## src/rtl/debug_unit_mips_if.sv

```systemverilog
// Signals between the debug unit, the UART byte streams and the MIPS pipeline.
// The master side is the debug unit; the slave side is the board or testbench around it.
interface debug_unit_mips_if #(parameter int LEN = 32);
  logic           rx_valid;
  logic [7:0]     rx_data;
  logic           tx_ready;
  logic           tx_valid;
  logic [7:0]     tx_data;
  logic           halt_flag;
  logic [LEN-1:0] in_pc;
  logic [LEN-1:0] in_reg1;
  logic [LEN-1:0] in_mem;
  logic           mips_clk_en;
  logic           mips_reset;
  logic           debug_flag;
  logic [LEN-1:0] addr_debug;

  modport master (
    input  rx_valid, rx_data, tx_ready, halt_flag, in_pc, in_reg1, in_mem,
    output tx_valid, tx_data, mips_clk_en, mips_reset, debug_flag, addr_debug
  );
  modport slave (
    output rx_valid, rx_data, tx_ready, halt_flag, in_pc, in_reg1, in_mem,
    input  tx_valid, tx_data, mips_clk_en, mips_reset, debug_flag, addr_debug
  );
endinterface

```

## src/rtl/debug_unit_mips.sv

```systemverilog
// Run/step/dump controller for the MIPS pipeline: decodes UART command bytes, gates the
// pipeline clock, and streams PC, register file and data memory out LSB-first over TX.
module debug_unit_mips #(
  parameter int LEN         = 32,
  parameter int NB          = 5,
  parameter int N_REGS      = 32,
  parameter int N_MEM_WORDS = 16,
  parameter int READ_LAT    = 2
)(
  input  logic               clk,
  input  logic               reset,
  debug_unit_mips_if.master  bus
);
  localparam int N_WORDS = 1 + N_REGS + N_MEM_WORDS;
  localparam int WW      = $clog2(N_WORDS + 1);
  localparam int LW      = (READ_LAT > 1) ? $clog2(READ_LAT) : 1;

  typedef enum logic [2:0] {S_IDLE, S_RUN, S_STEP, S_LOAD, S_SEND} state_t;

  state_t         r_state, w_next;
  logic           r_halted, r_tx_valid, r_mips_reset;
  logic [7:0]     r_tx_data;
  logic [LEN-1:0] r_addr, r_shift;
  logic [WW-1:0]  r_word;
  logic [1:0]     r_byte;
  logic [LW-1:0]  r_lat;
  logic           w_cmd_run, w_cmd_step, w_cmd_rst, w_lat_done, w_xfer, w_last_byte, w_last_word;

  assign w_cmd_run   = (r_state == S_IDLE) && bus.rx_valid && (bus.rx_data == 8'h63) && !r_halted;
  assign w_cmd_step  = (r_state == S_IDLE) && bus.rx_valid && (bus.rx_data == 8'h73) && !r_halted;
  assign w_cmd_rst   = (r_state == S_IDLE) && bus.rx_valid && (bus.rx_data == 8'h72);
  // The PC word is already on in_pc; every other word waits for the read ports to settle.
  assign w_lat_done  = (r_word == '0) || (r_lat == LW'(READ_LAT - 1));
  assign w_xfer      = r_tx_valid && bus.tx_ready;
  assign w_last_byte = (r_byte == 2'd3);
  assign w_last_word = (r_word == WW'(N_WORDS - 1));

  assign bus.tx_valid   = r_tx_valid;
  assign bus.tx_data    = r_tx_data;
  assign bus.mips_reset = r_mips_reset;
  assign bus.addr_debug = r_addr;

  always_ff @(posedge clk or posedge reset) begin
    if (reset) r_state <= S_IDLE;
    else       r_state <= w_next;
  end

  always_comb begin
    w_next = r_state;
    case (r_state)
      S_IDLE: if (w_cmd_run) w_next = S_RUN;
              else if (w_cmd_step) w_next = S_STEP;
      S_RUN:  if (bus.halt_flag) w_next = S_LOAD;
      S_STEP: w_next = S_LOAD;
      S_LOAD: if (w_lat_done) w_next = S_SEND;
      S_SEND: if (w_xfer && w_last_byte) w_next = w_last_word ? S_IDLE : S_LOAD;
      default: w_next = S_IDLE;
    endcase
  end

  always_comb begin
    bus.mips_clk_en = 1'b0;
    bus.debug_flag  = 1'b0;
    case (r_state)
      S_RUN, S_STEP:  bus.mips_clk_en = 1'b1;
      S_LOAD, S_SEND: bus.debug_flag  = 1'b1;
      default: ;
    endcase
  end

  always_ff @(posedge clk or posedge reset) begin
    if (reset) begin
      r_halted     <= 1'b0;
      r_tx_valid   <= 1'b0;
      r_tx_data    <= '0;
      r_mips_reset <= 1'b1;
      r_addr       <= '0;
      r_shift      <= '0;
      r_word       <= '0;
      r_byte       <= '0;
      r_lat        <= '0;
    end else begin
      r_mips_reset <= w_cmd_rst;
      if (w_cmd_rst) r_halted <= 1'b0;
      else if ((r_state == S_RUN || r_state == S_STEP) && bus.halt_flag) r_halted <= 1'b1;
      case (r_state)
        S_RUN, S_STEP: begin
          r_word <= '0;
          r_addr <= '0;
          r_byte <= '0;
          r_lat  <= '0;
        end
        S_LOAD: begin
          if (w_lat_done)
            r_shift <= (r_word == '0)           ? bus.in_pc :
                       (r_word <= WW'(N_REGS))  ? bus.in_reg1 : bus.in_mem;
          else
            r_lat <= r_lat + 1'b1;
        end
        S_SEND: begin
          // Valid drops for a cycle after each transfer, then the next byte is presented.
          if (!r_tx_valid) begin
            r_tx_valid <= 1'b1;
            r_tx_data  <= r_shift[7:0];
          end else if (bus.tx_ready) begin
            r_tx_valid <= 1'b0;
            r_shift    <= r_shift >> 8;
            r_byte     <= r_byte + 1'b1;
            if (w_last_byte) begin
              r_lat <= '0;
              if (w_last_word) begin
                r_word <= '0;
                r_addr <= '0;
              end else begin
                r_word <= r_word + 1'b1;
                r_addr <= (r_word < WW'(N_REGS)) ? LEN'(r_word[NB-1:0])
                                                 : LEN'(r_word - WW'(N_REGS));
              end
            end
          end
        end
        default: ;
      endcase
    end
  end
endmodule

```

## src/flat_wrapper.sv

```systemverilog
// flat-port wrapper written by rule: the top's interface ports become plain ports
module debug_unit_mips_flat 
#(
  parameter int LEN         = 32,
  parameter int NB          = 5,
  parameter int N_REGS      = 32,
  parameter int N_MEM_WORDS = 16,
  parameter int READ_LAT    = 2
)
  (clk, reset, bus_rx_valid, bus_rx_data, bus_tx_ready, bus_halt_flag, bus_in_pc, bus_in_reg1, bus_in_mem, bus_tx_valid, bus_tx_data, bus_mips_clk_en, bus_mips_reset, bus_debug_flag, bus_addr_debug);
  debug_unit_mips_if #(.LEN(LEN)) bus_i ();
  input  logic clk;
  input  logic reset;
  input wire logic [$bits(bus_i.rx_valid)-1:0] bus_rx_valid;
  input wire logic [$bits(bus_i.rx_data)-1:0] bus_rx_data;
  input wire logic [$bits(bus_i.tx_ready)-1:0] bus_tx_ready;
  input wire logic [$bits(bus_i.halt_flag)-1:0] bus_halt_flag;
  input wire logic [$bits(bus_i.in_pc)-1:0] bus_in_pc;
  input wire logic [$bits(bus_i.in_reg1)-1:0] bus_in_reg1;
  input wire logic [$bits(bus_i.in_mem)-1:0] bus_in_mem;
  output wire logic [$bits(bus_i.tx_valid)-1:0] bus_tx_valid;
  output wire logic [$bits(bus_i.tx_data)-1:0] bus_tx_data;
  output wire logic [$bits(bus_i.mips_clk_en)-1:0] bus_mips_clk_en;
  output wire logic [$bits(bus_i.mips_reset)-1:0] bus_mips_reset;
  output wire logic [$bits(bus_i.debug_flag)-1:0] bus_debug_flag;
  output wire logic [$bits(bus_i.addr_debug)-1:0] bus_addr_debug;
  assign bus_i.rx_valid = bus_rx_valid;
  assign bus_i.rx_data = bus_rx_data;
  assign bus_i.tx_ready = bus_tx_ready;
  assign bus_i.halt_flag = bus_halt_flag;
  assign bus_i.in_pc = bus_in_pc;
  assign bus_i.in_reg1 = bus_in_reg1;
  assign bus_i.in_mem = bus_in_mem;
  assign bus_tx_valid = bus_i.tx_valid;
  assign bus_tx_data = bus_i.tx_data;
  assign bus_mips_clk_en = bus_i.mips_clk_en;
  assign bus_mips_reset = bus_i.mips_reset;
  assign bus_debug_flag = bus_i.debug_flag;
  assign bus_addr_debug = bus_i.addr_debug;
  debug_unit_mips #(.LEN(LEN), .NB(NB), .N_REGS(N_REGS), .N_MEM_WORDS(N_MEM_WORDS), .READ_LAT(READ_LAT)) u_core (.clk(clk), .reset(reset), .bus(bus_i));
endmodule
```

## config.mk

```make
export PLATFORM = sky130hd
export DESIGN_NAME = debug_unit_mips_flat
export DESIGN_NICKNAME = d
export VERILOG_FILES = /design/src/rtl/debug_unit_mips_if.sv /design/src/rtl/debug_unit_mips.sv /design/src/flat_wrapper.sv
export SDC_FILE = /design/constraint.sdc
export NUM_CORES = 1
export LEC_CHECK = 0
export CAP_MARGIN = 20
export CORE_MARGIN = 2
export CORE_UTILIZATION = 35
export DETAILED_ROUTE_END_ITERATION = 8
export MAX_ROUTING_LAYER = met4
export PLACE_DENSITY_LB_ADDON = 0.1
export SYNTH_ARGS = -nofsm -noshare
export SYNTH_HDL_FRONTEND = slang
export SYNTH_SLANG_ARGS = --single-unit
```

## constraint.sdc

```tcl
create_clock -name clk -period 3.7 [get_ports clk]
set_input_delay 0.555 -clock clk [delete_from_list [all_inputs] [get_ports clk]]
set_output_delay 0.555 -clock clk [all_outputs]
set_load 0.1 [all_outputs]
```

==> results.yml, run 1 <==
finish:
  num-nets-final: 648
  antenna-diode-count: 0
  synthToLayoutAreaGrowth_pct: 37.1
  layout-drive-gt1-share: 0.122
  finish.cell_count_without_fillers: 681
timing:
  finalClockSkew_ps: 7.51
  setup_viol: 0
  unrepaired_setup_endpoints_after_global_routing: "no"
  slew_violations: 0
  fmaxAchievable_mhz: 377
  worst-slew-pin-transition_ps: 968
  min_period_ps: 2650
  timing.hold.ws_ps: 483
  final.setup.tns_ps: 0
  timing.max_slew.rel_slack: 0.352
  final_hold_viol_count: 0
  final.period_utilization: 0.717
clock_tree:
  numCtsBuffers: 9
  cts_tree: "yes"
  htree_num_levels: 3
  ctsRootBufferMaster: "sky130_fd_sc_hd__clkbuf_16"
  clk_latency_ps: 330
  post_cts.resized_instances: 0
  clk_pin_slew_ps: 50
  clock_sink_count: 60
  clock_tree_buf_depth: 2
  post_cts_hold_buffer_count: 0
  cts_setup_buffers: 0
yosys:
  synth.largest_area_cell: "sky130_fd_sc_hd__dfrtp_1"
  synth_xor_area_frac: 0.00220
  yosys.area_share.simple: 0.200
  complex_gate_fraction_of_the_synthesized_area: 0.267
  synth_area_um2: 3980
  top_cell_type_s_share_of_synthesized_area: 0.371
  synth_flop_cell: "sky130_fd_sc_hd__dfrtp_1"
  postSynthRegisterBits: 60
  synth_cells: 434
  main_combinational_cell_family_by_area_after_synthesis: "compound AO/OA/AOI/OAI gates"
  asyncSetResetFlopFracSynth: 1.00
  synth.avg_cell_area_um2: 9.17
  synth-adder-area-share: 0.00943
  yosysWarningCount: 0
  post_synth_mux_area_share: 0.0255
  synth_seq_area_share: 0.378
  yosys-top-cells-area: "sky130_fd_sc_hd__dfrtp_1, sky130_fd_sc_hd__a31o_1, sky130_fd_sc_hd__buf_4"
  synth_cell_type_count: 51
  synth_edf_count: 0
outcome:
  run_status: "completed"
placement:
  dpl.cell_count: 665
  place.gp.congestion: 0.853
  dp_hpwl_um: 8340
  place.port_buffers: 125
drt:
  vias: 3701
  wl_um: 12000
  route.detailed.drc: 0
  routedWlPerCell_um: 17.7
  routed_via_count_divided_by_cell_count: 5.43
  remaining_antenna_violation_count_after_routing: 0
  count_of_routing_violations_after_the_opening_detailed_route_iteration: 182
  first_pass_iters: 4
power_and_ir_drop:
  worst_case_vdd_ir_drop_uv: 398
  power.density_nw_per_um2: 678
  cellLeakagePower_nw: 2.08
floorplan:
  die_h_um: 111
  floorplan.die.width_um: 111
  floorplan.die_area_um2: 12200
  core_um2: 11000
  start_util: 0.362
  top_level_ports: 153
  placementRows: 38
hold_path:
  holdCritPathClass: "flop to flop"
flow_run:
  max_cap_viol_count: 0
global_route:
  antenna_found_initial: 0
  first_pass_grt_wire_length_um: 19600
  globalRoute.totalOverflow: 0
  grt_max_degree: 63
  grtUsageTotal: 0.205
  first_global_vias: 3796
worst_setup_path:
  cp-start-kind: "flop"
  worst-setup-path-type: "flop to output pin"
  critPathArrivalTime_ps: 2100
  crit_path_max_fanout: 20
  required_ps: 3140
  cp-end-kind: "output pin"
==> cells in the final DEF (no fill, tap or decap), types with 3 or more instances in the layout <==
master	instances
sky130_fd_sc_hd__dfrtp_1	58
sky130_fd_sc_hd__conb_1	27
sky130_fd_sc_hd__nor2_1	12
sky130_fd_sc_hd__clkinv_2	4
sky130_fd_sc_hd__nand3_1	33
sky130_fd_sc_hd__a211oi_2	8
sky130_fd_sc_hd__nor3_1	26
sky130_fd_sc_hd__a21oi_1	3
sky130_fd_sc_hd__inv_1	4
sky130_fd_sc_hd__clkbuf_16	9
sky130_fd_sc_hd__o2bb2ai_1	9
sky130_fd_sc_hd__nand2_1	35
sky130_fd_sc_hd__buf_4	11
sky130_fd_sc_hd__and3_4	8
sky130_fd_sc_hd__a22o_1	5
sky130_fd_sc_hd__mux2_2	9
sky130_fd_sc_hd__o21ai_1	6
sky130_fd_sc_hd__o31ai_1	25
sky130_fd_sc_hd__a31o_1	25
sky130_fd_sc_hd__ha_1	3
sky130_fd_sc_hd__clkdlybuf4s50_1	123
sky130_fd_sc_hd__o21ai_0	33
sky130_fd_sc_hd__a31oi_1	25
==> Yosys cell counts, drive strengths merged (2+ instances only) <==
library cell and n:
dfrtp 59, a21oi 3, nor2b 2, or4b 2
nand3b 2, mux2 9, inv 5, nand4bb 2
and3 10, nor3 26, ha 3, nand3 33
o21ai 40, nor3b 2, a31o 25, buf 52
nand2b 2, a31oi 25, nor2 15, a211oi 10
nand2 36, clkbuf 18, o31ai 25, o2bb2ai 9
a22o 5
==> final cells by class <==
cell class | count | area, um2
clock inverters | 5 | 50.0
fillers | 1046 | 5530
well taps | 140 | 175
inverters | 5 | 18.8
repair buffers | 135 | 1340
flip-flops and latches | 60 | 1500
multi-input cells | 325 | 2110
clock buffers | 11 | 253
==> worst paths after layout <==
check	cells after the start	endpoint	slack [ps]	from
max	4	bus_debug_flag	1050	u_core.r_state[0]$_DFFE_PP0P_
min	1	u_core.r_shift[28]$_DFFE_PP0P_	480	u_core.r_shift[28]$_DFFE_PP0P_
max reg2reg	6	u_core.r_shift[9]$_DFFE_PP0P_	1370	u_core.r_word[0]$_DFFE_PP0P_
min reg2reg	1	u_core.r_shift[28]$_DFFE_PP0P_	480	u_core.r_shift[28]$_DFFE_PP0P_
max in group asynchronous	3	u_core.r_shift[9]$_DFFE_PP0P_	2340	reset
min in group asynchronous	2	u_core.r_halted$_DFFE_PP0P_	660	reset
==> power by group <==
part	switching [mW]	leakage (nW)	total, mW	internal, mW
sequential	0.170	0.718	1.07	0.901
combinational	1.19	1.21	1.78	0.598
clock	0.291	0.155	0.843	0.552
total	1.65	2.08	3.70	2.05
==> critical path, cell delays in order (launching register included) <==
cell                      delay, ps
sky130_fd_sc_hd__dfrtp_1        470
sky130_fd_sc_hd__or3b_1         670
sky130_fd_sc_hd__buf_16         270
sky130_fd_sc_hd__nand2_1         70
sky130_fd_sc_hd__buf_4          280
==> cells by family (layout without fill, tap and decap cells) <==
family,Yosys count,count (layout)
AO/OA/AOI/OAI,146,146
other,1,27
buffers and inverters,75,156
XOR/XNOR,1,1
flip-flops,60,60
adder cells (fa/ha/maj),3,3
AND/OR/NAND/NOR,139,139
multiplexers,9,9
==> per-layer routing <==
layer,global-route usage,up-vias,part of all wire
li1,-,1783,-
met1,0.266,1756,0.46
met2,0.320,145,0.47
met3,0.0467,17,0.049
met4,0.0625,0,0.020
met5,-,-,0
==> state kept, by name, summed over array words and instances, names as in the netlist <==
| register | flops |
|---|---|
| u_core.r_state | 3 |
| u_core.r_shift | 32 |
| u_core.bus.addr_debug | 5 |
| u_core.r_word | 6 |
| u_core.r_halted | 1 |
| u_core.r_lat | 1 |
| u_core.bus.mips_reset | 1 |
| u_core.bus.tx_valid | 1 |
| u_core.bus.tx_data | 8 |
| u_core.r_byte | 2 |
==> stage by stage <==
stage                     power [mW]  area, um2  setup WS, ps  utilization
final                           3.70       5460          1050        0.497
after global routing            3.91       5460           945        0.497
after CTS                       3.71       5460          1020        0.497
after detailed placement        2.86       5150          1370        0.469
after global placement          2.82       5120          1200        0.467
after floorplan                 2.45       4080          1070            -
Note: power is estimated with default switching activity, not from simulation.
==> run 2: changes to the inputs <==
- clock period: 3.7 -> 2.6 ns (I/O delays scaled with it)
==> run 2 against run 1 <==
  * Setup slack lost 790 ps
  * Sequential share of layout area shrank 0.14 points
  * Via count grew 0.70%
  * Sequential cell count is the same
  * First-iteration DRC count grew 15%
  * Sequential power grew 42%
  * Clock skew is essentially flat
  * Core utilization grew 0.25 points
  * Worst hold slack lost 30 ps
  * Global-route usage is essentially flat
  * Routed wire length grew 0.91%
==> results.yml, run 2 (same netlist as run 1, synthesis figures left out) <==
finish:
  most_used_cells_in_the_layout_excluding_fill_and_tap_cells: "sky130_fd_sc_hd__clkdlybuf4s50_1, sky130_fd_sc_hd__dfrtp_1, sky130_fd_sc_hd__nand2_1, sky130_fd_sc_hd__nand3_1, sky130_fd_sc_hd__o21ai_0"
  synthToLayoutAreaGrowth_pct: 37.8
  num-nets-final: 651
  max_reg_flops: 32
  layout.cells.most_common: "sky130_fd_sc_hd__clkdlybuf4s50_1"
  largest_register: "u_core.r_shift"
  finish.cell_count_without_fillers: 684
  antenna-diode-count: 0
  layout-drive-gt1-share: 0.154
power_and_ir_drop:
  switching_share: 0.435
  worst_case_vdd_ir_drop_uv: 713
  proportion_of_power_drawn_by_the_clock_network: 0.246
  power.sequential.fraction: 0.281
  power.combinational.fraction: 0.473
  p_int_mw: 3.05
  power.density_nw_per_um2: 986
  cellLeakagePower_nw: 2.12
  p_switching_mw: 2.35
clock_tree:
  numCtsBuffers: 9
  post_cts.resized_instances: 0
  clk_pin_slew_ps: 50
  cts_tree: "yes"
  htree_num_levels: 3
  ctsRootBufferMaster: "sky130_fd_sc_hd__clkbuf_16"
  clock_tree_buf_depth: 2
  cts_setup_buffers: 0
  post_cts_hold_buffer_count: 0
  clk_latency_ps: 320
  clock_sink_count: 60
drt:
  first_pass_iters: 6
  vias: 3727
  route.detailed.drc: 0
  routedWlPerCell_um: 17.8
  wl_um: 12100
  count_of_routing_violations_after_the_opening_detailed_route_iteration: 209
  remaining_antenna_violation_count_after_routing: 0
  routed_via_count_divided_by_cell_count: 5.45
timing:
  fmaxAchievable_mhz: 428
  finalClockSkew_ps: 7.07
  final_hold_viol_count: 0
  min_period_ps: 2340
  final.setup.tns_ps: 0
  timing.max_slew.rel_slack: 0.533
  slew_violations: 0
  unrepaired_setup_endpoints_after_global_routing: "no"
  timing.hold.ws_ps: 453
  worst-slew-pin-transition_ps: 700
  final.period_utilization: 0.900
  setup_viol: 0
worst_setup_path:
  critPathArrivalTime_ps: 1950
  cp-end-kind: "output pin"
  worst-setup-path-type: "flop to output pin"
  crit_path_max_fanout: 14
  required_ps: 2210
  cp-start-kind: "flop"
global_route:
  first_pass_grt_wire_length_um: 19900
  globalRoute.totalOverflow: 0
  grtUsageTotal: 0.205
  grt_max_degree: 63
  antenna_found_initial: 0
  first_global_vias: 3851
hold_path:
  holdCritPathClass: "input pin to async pin"
floorplan:
  start_util: 0.362
  floorplan.die_area_um2: 12200
  floorplan.die.width_um: 111
  top_level_ports: 153
  core_um2: 11000
  die_h_um: 111
  placementRows: 38
outcome:
  run_status: "completed"
placement:
  place.gp.congestion: 0.888
  place.port_buffers: 125
  dp_hpwl_um: 8570
  dpl.cell_count: 668
flow_run:
  max_cap_viol_count: 0
-- run 2: changes by cell type in the layout (fill, tap and decap cells not counted), sizes merged --
cell and delta:
buf +18, clkbuf +2, clkinv -4, bufinv +1
clkdlybuf4s50 -15, clkinvlp +1
-- run 2: worst paths after layout --
| path | start | endpoint | slack [ps] | depth (start not counted) |
|---|---|---|---|---|
| max in group asynchronous | reset | u_core.bus.mips_reset$_DFF_PP1_ | 1860 | 3 |
| min in group clk | u_core.bus.addr_debug[2]$_DFFE_PP0P_ | u_core.bus.addr_debug[2]$_DFFE_PP0P_ | 480 | 2 |
| min reg2reg | u_core.bus.addr_debug[2]$_DFFE_PP0P_ | u_core.bus.addr_debug[2]$_DFFE_PP0P_ | 480 | 2 |
| max | u_core.r_state[2]$_DFFE_PP0P_ | bus_debug_flag | 260 | 3 |
| min | reset | u_core.bus.tx_data[7]$_DFFE_PP0P_ | 450 | 3 |
| max reg2reg | u_core.r_word[0]$_DFFE_PP0P_ | u_core.r_shift[0]$_DFFE_PP0P_ | 330 | 6 |
-- run 2: layout make-up --
type,instances,area [um2]
inverter,5,18.8
multi-input combinational,325,2120
sequential,60,1500
clock inverter,3,67.6
timing repair buffer,138,1330
clock buffer,13,270
tap,140,175
fill,1051,5500
-- run 2: routing by layer --
layer / vias up / share of wire / global-route usage
met4: 0 / 0.016 / 0.0608
met5: - / 0 / -
li1: 1794 / - / -
met3: 16 / 0.041 / 0.0351
met1: 1798 / 0.49 / 0.282
met2: 119 / 0.45 / 0.310
-- run 2: power by group through the flow --
stage                     Sequential, mW  Combinational (mW)  Clock (mW)
after floorplan                     1.95                1.53           0
after global placement              1.53                2.52           0
after detailed placement            1.53                2.55           0
after CTS                           1.52                2.56        1.35
after global routing                1.57                2.74        1.40
final                               1.52                2.55        1.33
-- run 2: through the flow --
stage / utilization / setup slack, ps / instance area (um2) / power (mW)
after floorplan: - / 306 / 4080 / 3.49
after global placement: 0.468 / 437 / 5140 / 4.05
after detailed placement: 0.468 / 348 / 5140 / 4.09
after CTS: 0.499 / 241 / 5480 / 5.44
after global routing: 0.499 / 177 / 5480 / 5.71
final: 0.499 / 261 / 5480 / 5.40
-- run 2: critical path, cell delays in order, from the launching register on --
cell                      delay [ps]
sky130_fd_sc_hd__dfrtp_1         530
sky130_fd_sc_hd__or3b_1          670
sky130_fd_sc_hd__nand2_1         230
sky130_fd_sc_hd__buf_12          190
==> run 3: changes to the inputs <==
- CTS_CLUSTER_SIZE: unset -> 30
==> results of run 3 <==
No change in the layout: final DEF, timing and power equal those of run 2.
